**config.mk**
```make
export PLATFORM = sky130hd
export DESIGN_NAME = risc8_io_arbiter
export DESIGN_NICKNAME = d
export VERILOG_FILES = /design/src/rtl/risc8_io_pkg.sv /design/src/rtl/risc8_io_rr_arb.sv /design/src/rtl/risc8_io_arbiter.sv
export SDC_FILE = /design/constraint.sdc
export NUM_CORES = 1
export LEC_CHECK = 0
export ABC_CLOCK_PERIOD_IN_PS = 1700
export BUFFER_PORTS_ARGS = -buffer_cell sky130_fd_sc_hd__buf_2
export CAP_MARGIN = 20
export CORE_ASPECT_RATIO = 0.7
export CORE_MARGIN = 5
export CORE_UTILIZATION = 45
export CTS_BUF_LIST = sky130_fd_sc_hd__clkbuf_4
export DETAILED_ROUTE_END_ITERATION = 6
export PLACE_DENSITY = 0.79
export SLEW_MARGIN = 5
export SYNTH_ARGS = -nofsm -noshare
export SYNTH_HDL_FRONTEND = slang
export SYNTH_SLANG_ARGS = --single-unit
```
**constraint.sdc**
```tcl
create_clock -name clk -period 1.7 [get_ports clk]
set_clock_uncertainty 0.2 [all_clocks]
set_input_delay 0.085 -clock clk [delete_from_list [all_inputs] [get_ports clk]]
set_output_delay 0.085 -clock clk [all_outputs]
set_load 0.03 [all_outputs]
```
**src/rtl/risc8_io_pkg.sv**
```systemverilog
// Shared definitions for the risc8 IO bus: field widths, arbiter FSM
// encoding and the data returned on a read timeout.
package risc8_io_pkg;

   localparam int IO_ADDR_W = 7;
   localparam int IO_DATA_W = 8;
   localparam logic [IO_DATA_W-1:0] IO_TIMEOUT_DATA = 8'hFF;

   typedef enum logic [1:0] {
      IDLE  = 2'd0,
      ISSUE = 2'd1,
      WAIT  = 2'd2,
      RESP  = 2'd3
   } io_state_e;

endpackage

```
**src/rtl/risc8_io_rr_arb.sv**
```systemverilog
// Two-requester round-robin: on contention the master not granted last wins.
// The pointer only moves once a transfer has completed.
module risc8_io_rr_arb (
   input  logic       clk,
   input  logic       reset,
   input  logic [1:0] req_i,
   input  logic       upd_i,
   input  logic       upd_id_i,
   output logic [1:0] gnt_o
);

   logic last_q;

   // NOTE: sequential state uses non-blocking assignments so every flop samples pre-edge values.
   always_ff @(posedge clk or negedge reset) begin
      if (!reset) begin
         last_q <= 1'b1;
      end else if (upd_i) begin
         last_q <= upd_id_i;
      end
   end

   always_comb begin
      unique case (req_i)
         2'b01:   gnt_o = 2'b01;
         2'b10:   gnt_o = 2'b10;
         2'b11:   gnt_o = last_q ? 2'b01 : 2'b10;
         default: gnt_o = 2'b00;
      endcase
   end

endmodule

```
**src/rtl/risc8_io_arbiter.sv**
```systemverilog
// Shares the risc8 IO bus between the CPU (m0) and a secondary master (m1):
// one strobe per grant, response collection with timeout/conflict detection.
module risc8_io_arbiter
   import risc8_io_pkg::*;
#(
   parameter int N_DEV   = 4,
   parameter int TIMEOUT = 15
) (
   input  logic                     clk,
   input  logic                     reset,
   input  logic                     m0_req,
   input  logic                     m0_we,
   input  logic [IO_ADDR_W-1:0]     m0_addr,
   input  logic [IO_DATA_W-1:0]     m0_wdata,
   output logic                     m0_ack,
   output logic [IO_DATA_W-1:0]     m0_rdata,
   output logic                     m0_err,
   input  logic                     m1_req,
   input  logic                     m1_we,
   input  logic [IO_ADDR_W-1:0]     m1_addr,
   input  logic [IO_DATA_W-1:0]     m1_wdata,
   output logic                     m1_ack,
   output logic [IO_DATA_W-1:0]     m1_rdata,
   output logic                     m1_err,
   output logic                     io_ren,
   output logic                     io_wen,
   output logic [IO_ADDR_W-1:0]     io_addr,
   output logic [IO_DATA_W-1:0]     io_wdata,
   input  logic [N_DEV-1:0]         dev_valid,
   input  logic [8*N_DEV-1:0]       dev_rdata,
   output logic                     busy,
   output logic [7:0]               err_count
);

   localparam int CNT_W = $clog2(TIMEOUT + 1);

   io_state_e            state_q, state_d;
   logic                 win_q, win_d;
   logic                 we_q, we_d;
   logic [IO_ADDR_W-1:0] addr_q, addr_d;
   logic [IO_DATA_W-1:0] wdata_q, wdata_d;
   logic                 err_q, err_d;
   logic [CNT_W-1:0]     cnt_q, cnt_d;
   logic [7:0]           err_count_q, err_count_d;
   logic                 io_ren_q, io_ren_d, io_wen_q, io_wen_d;
   logic                 busy_q, busy_d;
   logic                 m0_ack_q, m0_ack_d, m1_ack_q, m1_ack_d;
   logic                 m0_err_q, m0_err_d, m1_err_q, m1_err_d;
   logic [IO_DATA_W-1:0] m0_rdata_q, m0_rdata_d, m1_rdata_q, m1_rdata_d;

   logic [1:0]           gnt;
   logic [IO_DATA_W-1:0] cap_rdata, or_rdata;
   logic                 cap_err;
   int                   n_valid;

   risc8_io_rr_arb u_arb (
      .clk      (clk),
      .reset    (reset),
      .req_i    ({m1_req, m0_req}),
      .upd_i    (state_q == RESP),
      .upd_id_i (win_q),
      .gnt_o    (gnt)
   );

   always_comb begin
      n_valid  = 0;
      or_rdata = '0;
      for (int i = 0; i < N_DEV; i++) begin
         if (dev_valid[i]) begin
            n_valid++;
            or_rdata |= dev_rdata[8*i +: 8];
         end
      end
   end

   // NOTE: every variable gets a default first so no path through the case infers a latch.
   always_comb begin
      state_d     = state_q;
      win_d       = win_q;
      we_d        = we_q;
      addr_d      = addr_q;
      wdata_d     = wdata_q;
      err_d       = err_q;
      cnt_d       = cnt_q;
      err_count_d = err_count_q;
      io_ren_d    = 1'b0;
      io_wen_d    = 1'b0;
      cap_rdata   = '0;
      cap_err     = 1'b0;

      unique case (state_q)
         IDLE: begin
            if (gnt != 2'b00) begin
               win_d    = gnt[1];
               we_d     = gnt[1] ? m1_we    : m0_we;
               addr_d   = gnt[1] ? m1_addr  : m0_addr;
               wdata_d  = gnt[1] ? m1_wdata : m0_wdata;
               io_wen_d = we_d;
               io_ren_d = !we_d;
               state_d  = ISSUE;
            end
         end
         ISSUE: begin
            if (we_q) begin
               err_d   = 1'b0;
               state_d = RESP;
            end else begin
               cnt_d   = '0;
               state_d = WAIT;
            end
         end
         WAIT: begin
            if (n_valid != 0) begin
               cap_rdata = or_rdata;
               cap_err   = (n_valid > 1);
               err_d     = cap_err;
               state_d   = RESP;
            end else begin
               cnt_d = cnt_q + 1'b1;
               if (cnt_q == CNT_W'(TIMEOUT - 1)) begin
                  cap_rdata = IO_TIMEOUT_DATA;
                  cap_err   = 1'b1;
                  err_d     = 1'b1;
                  state_d   = RESP;
               end
            end
         end
         RESP: begin
            if (err_q && err_count_q != 8'hFF) begin
               err_count_d = err_count_q + 8'd1;
            end
            state_d = IDLE;
         end
         default: state_d = IDLE;
      endcase

      // The acknowledge and its payload are launched on the edge that enters RESP.
      m0_ack_d   = (state_d == RESP) && !win_q;
      m1_ack_d   = (state_d == RESP) &&  win_q;
      m0_rdata_d = m0_ack_d ? cap_rdata : '0;
      m1_rdata_d = m1_ack_d ? cap_rdata : '0;
      m0_err_d   = m0_ack_d && cap_err;
      m1_err_d   = m1_ack_d && cap_err;
      busy_d     = (state_d != IDLE);
   end

   always_ff @(posedge clk or negedge reset) begin
      if (!reset) begin
         state_q     <= IDLE;
         win_q       <= 1'b0;
         we_q        <= 1'b0;
         addr_q      <= '0;
         wdata_q     <= '0;
         err_q       <= 1'b0;
         cnt_q       <= '0;
         err_count_q <= '0;
         io_ren_q    <= 1'b0;
         io_wen_q    <= 1'b0;
         busy_q      <= 1'b0;
         m0_ack_q    <= 1'b0;
         m1_ack_q    <= 1'b0;
         m0_err_q    <= 1'b0;
         m1_err_q    <= 1'b0;
         m0_rdata_q  <= '0;
         m1_rdata_q  <= '0;
      end else begin
         state_q     <= state_d;
         win_q       <= win_d;
         we_q        <= we_d;
         addr_q      <= addr_d;
         wdata_q     <= wdata_d;
         err_q       <= err_d;
         cnt_q       <= cnt_d;
         err_count_q <= err_count_d;
         io_ren_q    <= io_ren_d;
         io_wen_q    <= io_wen_d;
         busy_q      <= busy_d;
         m0_ack_q    <= m0_ack_d;
         m1_ack_q    <= m1_ack_d;
         m0_err_q    <= m0_err_d;
         m1_err_q    <= m1_err_d;
         m0_rdata_q  <= m0_rdata_d;
         m1_rdata_q  <= m1_rdata_d;
      end
   end

   assign m0_ack    = m0_ack_q;
   assign m1_ack    = m1_ack_q;
   assign m0_rdata  = m0_rdata_q;
   assign m1_rdata  = m1_rdata_q;
   assign m0_err    = m0_err_q;
   assign m1_err    = m1_err_q;
   assign io_ren    = io_ren_q;
   assign io_wen    = io_wen_q;
   assign io_addr   = addr_q;
   assign io_wdata  = wdata_q;
   assign busy      = busy_q;
   assign err_count = err_count_q;

endmodule

```
* Yosys cells after proc, flatten, opt, wreduce, memory -nomap -nowiden *
Cells that the tools add are included.

cells by class
  mux-type cells = 37
  $add $sub $neg = 5
  equality and inequality tests = 13
  bitwise logic cells = 3
  $lt $le $gt $ge = 1
  reduce and logical (&&, ||, !) cells = 16

operators with widths
  kind                     number
  $add A32 B2 Y32 const B  3
  $mux W32                 3
  $mux W8                  10
  $gt A32 B2 Y1 const B    1
  $reduce_bool A32 Y1      1
  $or A8 B8 Y8             3
  $mux W1                  13
  $eq A2 B2 Y1 const B     5
  $add A8 B1 Y8 const B    1
  $mux W2                  4
  $mux W4                  2
  $ne A8 B8 Y1 const B     1
  $pmux W2 S4              1
  $pmux W4 S2              1
  $mux W7                  1
  $ne A2 B2 Y1 const B     3
  $pmux W2 S3              1
  $reduce_and A3 Y1        2
  $reduce_bool A2 Y1       3
  $logic_and A1 B1 Y1      5
  $add A4 B1 Y4 const B    1
  $eq A2 B1 Y1 const B     2
  $eq A4 B4 Y1 const B     1
  $reduce_and A2 Y1        2
  4 further kinds          5

word-level totals
  input bits = 72
  output and inout bits = 46
  logic and storage cells = 93
  flip-flop bits (word level) = 56

* Depth between registers and ports, before layout *
  word-level depth = 13
  depth in mapped cells = 12
  depth with buffers taken out = 9

* Cells and area by module *
From an unflattened synthesis, not the netlist that was laid out.

unflattened totals
  cell total of the unflattened synthesis = 271
  area, all modules = 2815.2 um^2

modules (own cells, without submodules)
  module            times used  cells an instance  area each (um^2)  sequential area each (um^2)
  risc8_io_arbiter  1           265                2753.9            1376.3
  risc8_io_rr_arb   1           6                  61.3              26.3

* Worst setup path before layout *
Ideal clock, no wire load.

  path kind = in2reg
  start point = input dev_valid[0]
  end point = register m0_rdata_q[0] (netlist: m0_rdata[0])
  setup slack = -1003 ps
  stages = 12
  setup time = 130 ps
  data required time = 1370 ps
  path buffers = 3
  data arrival time = 2373 ps
  path through = clkbuf_1 inv_1 ha_1 xor2_1 ha_1 and4bb_2 nor4_4 or2_1 buf_6 buf_8 a31o_1 nor2_1

between the ends
  word-level cells in the longest chain between the ends = 13
  elaborated cells between the ends (all ways) = 22
  classes of those cells = add/sub (3); eq/ne (1); mux (13); bitwise (3); reduce/logical (2)

RTL lines
  what                     line                     text
  from (decl)              risc8_io_arbiter.sv:29   input logic [N_DEV-1:0] dev_valid,
  $mux W1                  risc8_io_arbiter.sv:69   if (dev_valid[i]) begin
  $add A32 B2 Y32          risc8_io_arbiter.sv:70   n_valid++;
  $mux W32                 risc8_io_arbiter.sv:69
  $add A32 B2 Y32          risc8_io_arbiter.sv:70
  $mux W32                 risc8_io_arbiter.sv:69
  $add A32 B2 Y32          risc8_io_arbiter.sv:70
  $mux W32                 risc8_io_arbiter.sv:69
  $reduce_bool A32 Y1      risc8_io_arbiter.sv:113  if (n_valid != 0) begin
  $mux W2                  risc8_io_arbiter.sv:113
  $pmux W2 S4              risc8_io_arbiter.sv:91   unique case (state_q)
  $eq A2 B2 Y1             risc8_io_arbiter.sv:138  m0_ack_d = (state_d == RESP) && !win_q;
  $logic_and A1 B1 Y1      risc8_io_arbiter.sv:138
  $mux W8 (*)              risc8_io_arbiter.sv:140  m0_rdata_d = m0_ack_d ? cap_rdata : '0;
  named net m0_rdata_d[0]  risc8_io_arbiter.sv:49   logic [IO_DATA_W-1:0] m0_rdata_q, m0_rdata_d, m1_rdata_q, m1_rdata_d;
  to (signal assigned)     risc8_io_arbiter.sv:182  m0_rdata_q <= m0_rdata_d;
  to (decl)                risc8_io_arbiter.sv:49

Mark *: on every way through the listed nets, which the timed path passes. The rest lies on a longest branch.
A chain may end at the register's enable or synchronous reset.

* Worst setup path after layout *
  start point = input dev_valid[0]
  end point = register err_q

between the ends
  word-level cells in the longest chain between the ends = 10
  elaborated cells between the ends (all ways) = 13
  classes of those cells = add/sub (3); order compare (1); eq/ne (1); mux (6); reduce/logical (2)

RTL lines
  what                                                         line                                              text
  $mux W1 (*)                                                  risc8_io_arbiter.sv:69
  $add A32 B2 Y32                                              risc8_io_arbiter.sv:70
  $mux W32 (*)                                                 risc8_io_arbiter.sv:69
  $add A32 B2 Y32                                              risc8_io_arbiter.sv:70
  $mux W32 (*)                                                 risc8_io_arbiter.sv:69
  $add A32 B2 Y32                                              risc8_io_arbiter.sv:70
  $mux W32 (*)                                                 risc8_io_arbiter.sv:69
  $gt A32 B2 Y1 / $reduce_bool A32 Y1 (equally long branches)  risc8_io_arbiter.sv:115, risc8_io_arbiter.sv:113
  $mux W1 / $ne A3 B3 Y1 (equally long branches)               --
  $pmux W1 S2 / $reduce_and A3 Y1 (equally long branches)      --
  to (signal assigned)                                         risc8_io_arbiter.sv:172                           err_q <= err_d;
  to (decl)                                                    risc8_io_arbiter.sv:42                            logic err_q, err_d;

Mark *: on every way between the ends. The rest lies on a longest branch, timed or not.

==> impl_metrics.json <==
{
  "finalHoldViolCount": 0,
  "synth_ff_type": "dfrtp_1",
  "power.switching_fraction": 0.480,
  "drtAntennaViolNets": 0,
  "timing.critical_path.arrival_ns": 2.24,
  "drive_above_1_share": 0.446,
  "share_comb_of_total_power": 0.603,
  "timing.setup.tns_ns": -10.83,
  "finalCriticalPeriod_ns": 2.16,
  "violations": "setup timing",
  "fin_nets": 561,
  "r2r_slack_ns": -0.36,
  "postSynthRegisterBits": 56,
  "static_leakage_power_uw": 0.00237,
  "die_boundary_height_um": 75.8,
  "inserted_clock_buffers": 5,
  "floorplan.io_pins": 118,
  "avgViaCountPerCell": 6.06,
  "timing.final.max_slew_violations": 0,
  "cell_with_the_most_instances_after_synthesis": "dfrtp_1",
  "synthesis.area_per_instance_sq_um": 10.8,
  "post-route-util": 0.786,
  "synth_top_cell_by_area": "dfrtp_1",
  "cts-htree-levels": 2,
  "drt_wl_cell_um": 22.9,
  "route.vias.total": 3380,
  "grt.overflow.total": 0,
  "cp_cell_sequence": "buf_8 -> inv_4 -> ha_4 -> xor2_2 -> ha_1 -> and4bb_2 -> nor4_4 -> buf_4 -> nor2b_4 -> o31ai_4 -> o21ai_1",
  "ctsLongestPathBuffers": 2,
  "dieArea_sq_um": 7880,
  "cp-end-kind": "flop",
  "finalNonFillerCells": 558,
  "irDropWorstVdd_v": 0.000950,
  "number_of_global_route_vias_before_repair": 3280,
  "p_per_area_nw_per_um2": 1420,
  "place_worst_setup_slack_ns": -0.870,
  "cell_with_the_largest_stage_delay_on_the_worst_path": "nor4_4",
  "cp_slowest_stage_delay_ns": 0.38,
  "async_flop_share": 1.00,
  "post_syn_area_sq_um": 2780,
  "yosys.area.top_type_share": 0.495,
  "max_freq_mhz": 463,
  "chipWidth_um": 104,
  "p_clk_frac": 0.093,
  "final_clock_period_utilization_by_the_worst_path": 1.27,
  "synthToLayoutAreaGrowth_pct": 73.1,
  "unrepaired_setup_endpoints_after_global_routing": "true",
  "max_slew.worst_pin.slew_ns": 0.666,
  "dr.first_iter.drc_count": 387,
  "run_status": "finished with violations",
  "synth-warning-count": 0,
  "top_cells_by_count_synth": "dfrtp_1, nand2_1, nor2_1",
  "critical_path.max_fanout": 4,
  "cts_sinks": 56,
  "initial_util": 0.454,
  "detail_route.wirelength_um": 12800,
  "placed_cells": 470,
  "cap_violations": 0,
  "grt_start_max_net_pins": 31,
  "clkSlewWorstSetupHoldPaths_ns": 0.19,
  "cp_data_required_time_ns": 1.78,
  "synth-edff-count": 0,
  "remaining_drc_errors": 0,
  "clock-root-buffer": "clkbuf_4",
  "gr-usage-all-layers": 0.266,
  "worst_skew_pair.late_latency_ns": 0.40,
  "totalPowerFinal_uw": 6830,
  "timing.slew.headroom": 0.554,
  "firstDrtPassIters": 5,
  "row_count": 24,
  "power.share.sequential": 0.304,
  "int_pwr_uw": 3550,
  "gp_congestion": 0.752,
  "critPathKind": "in -> reg",
  "diodes": 0,
  "synth_fp_nets": 339,
  "instance_count_of_the_mapped_netlist": 257,
  "yosys-top-cells-area": "dfrtp_1, mux2i_1, ha_1",
  "synth.lib_cells_used.distinct": 49,
  "synth_sequential_area_ratio": 0.504,
  "setup-violations-final": 34,
  "place_hpwl_um": 5500,
  "core_area_sq_um": 6130,
  "cp-start-kind": "input pin",
  "total_switching_power_uw": 3280,
  "antenna_found_initial": 0,
  "tritoncts": "built",
  "grt_first_pass_wirelength_um": 16700,
  "hold_class": "in -> reg",
  "fin_ws_ns": -0.462,
  "port_buffers": 117
}
per-layer routing:
layer  vias up  global-route usage  share of wire
met2       314               0.468           0.48
met5         -                   0              0
met1      1610               0.320           0.36
met3        84              0.0754           0.10
met4         0               0.101          0.058
li1       1372                   -              -
worst max-delay path, delay by kind of cell:
kind | cells | cell delay (ns)
adder cells (fa/ha/maj) | 2 | 0.54
AO/OA/AOI/OAI | 2 | 0.38
AND/OR/NAND/NOR | 3 | 0.70
buffers and inverters | 3 | 0.36
XOR/XNOR | 1 | 0.16
sequential cells by signal, summed over array words and instances, names as in the netlist, 2 cells and up:
signal and flops:
err_count 8, io_wdata 8, m0_rdata 8, m1_rdata 8, io_addr 7, cnt_q 4
state_q 2
metrics by stage:
| stage | area [sq um] | hold slack (ns) |
|---|---|---|
| after floorplan | 2900 | -0.411 |
| after global placement | 3740 | -0.161 |
| after detailed placement | 3740 | -0.161 |
| after CTS | 4580 | 0.0538 |
| after global routing | 4820 | 0.0818 |
| final | 4820 | 0.0796 |
final timing paths:
path	from	to	cells after the start
setup / recovery	dev_valid[0]	err_q$_DFFE_PN0P_	11
hold / removal	dev_valid[3]	m0_err$_DFF_PN0_	4
setup reg to reg	state_q[0]$_DFF_PN0_	m1_rdata[4]$_DFF_PN0_	7
hold reg to reg	err_count[6]$_DFFE_PN0P_	err_count[6]$_DFFE_PN0P_	1
max in group asynchronous	reset	cnt_q[0]$_DFFE_PN0P_	3
min in group asynchronous	reset	m0_ack$_DFF_PN0_	3
kinds of logic (layout without fill, tap and decap cells):
logic type | count (synthesis) | after routing | share of synthesized area
adder cells (fa/ha/maj) | 10 | 10 | 0.0450
multiplexers | 20 | 20 | 0.0733
flip-flops | 56 | 56 | 0.504
AND/OR/NAND/NOR | 77 | 77 | 0.144
AO/OA/AOI/OAI | 62 | 63 | 0.164
buffers and inverters | 23 | 245 | 0.0409
XOR/XNOR | 9 | 9 | 0.0283
cell type report:
cell class / count / area, sq um
Clock buffer: 5 / 37.5
Clock inverter: 3 / 26.3
Fill cell: 291 / 1310
Inverter: 11 / 51.3
Multi-Input combinational cell: 179 / 1480
Sequential cell: 56 / 1410
Tap cell: 78 / 97.6
Timing Repair Buffer: 226 / 1710
what timing repair did:
| item | 4_1_cts | 5_1_grt |
|---|---|---|
| pin swaps | 15 | 12 |
| hold buffers | 68 | 0 |
| cloned | 1 | 3 |
| endpoints found under the setup margin | 30 | 39 |
| buffers inserted | 2 | 7 |
| endpoints found under the hold margin | 91 | 0 |
| gates resized for setup | 17 | 24 |
power by group through the flow:
stage | clock network [uW] | logic (uW) | registers, uW
floorplan | 0 | 1300 | 2650
detailed placement | 0 | 2970 | 2030
CTS | 645 | 3240 | 2000
global route | 692 | 4290 | 2120
global placement | 0 | 2900 | 2010
finish | 636 | 4120 | 2080
cell usage in the layout, fill, tap and decap left out, types with 3 or more instances in the layout:
cell type,netlist,final
xnor2_1,5,5
o21ai_4,0,4
dlygate4sd3_1,0,68
buf_6,1,5
o21ai_1,2,3
ha_4,0,3
nor2_1,20,15
a22oi_1,16,16
dfrtp_2,0,5
inv_1,11,8
dfrtp_1,55,50
a31o_1,8,7
a22o_1,3,3
nand2_1,28,26
xor2_1,4,3
clkbuf_4,0,5
ha_1,10,6
nand3_1,5,5
o21ai_0,16,14
nand2b_1,3,3
buf_4,1,29
buf_2,4,115
mux2i_1,17,17
buf_12,0,5
nor2_2,0,5
(Power assumes the default switching activity.)
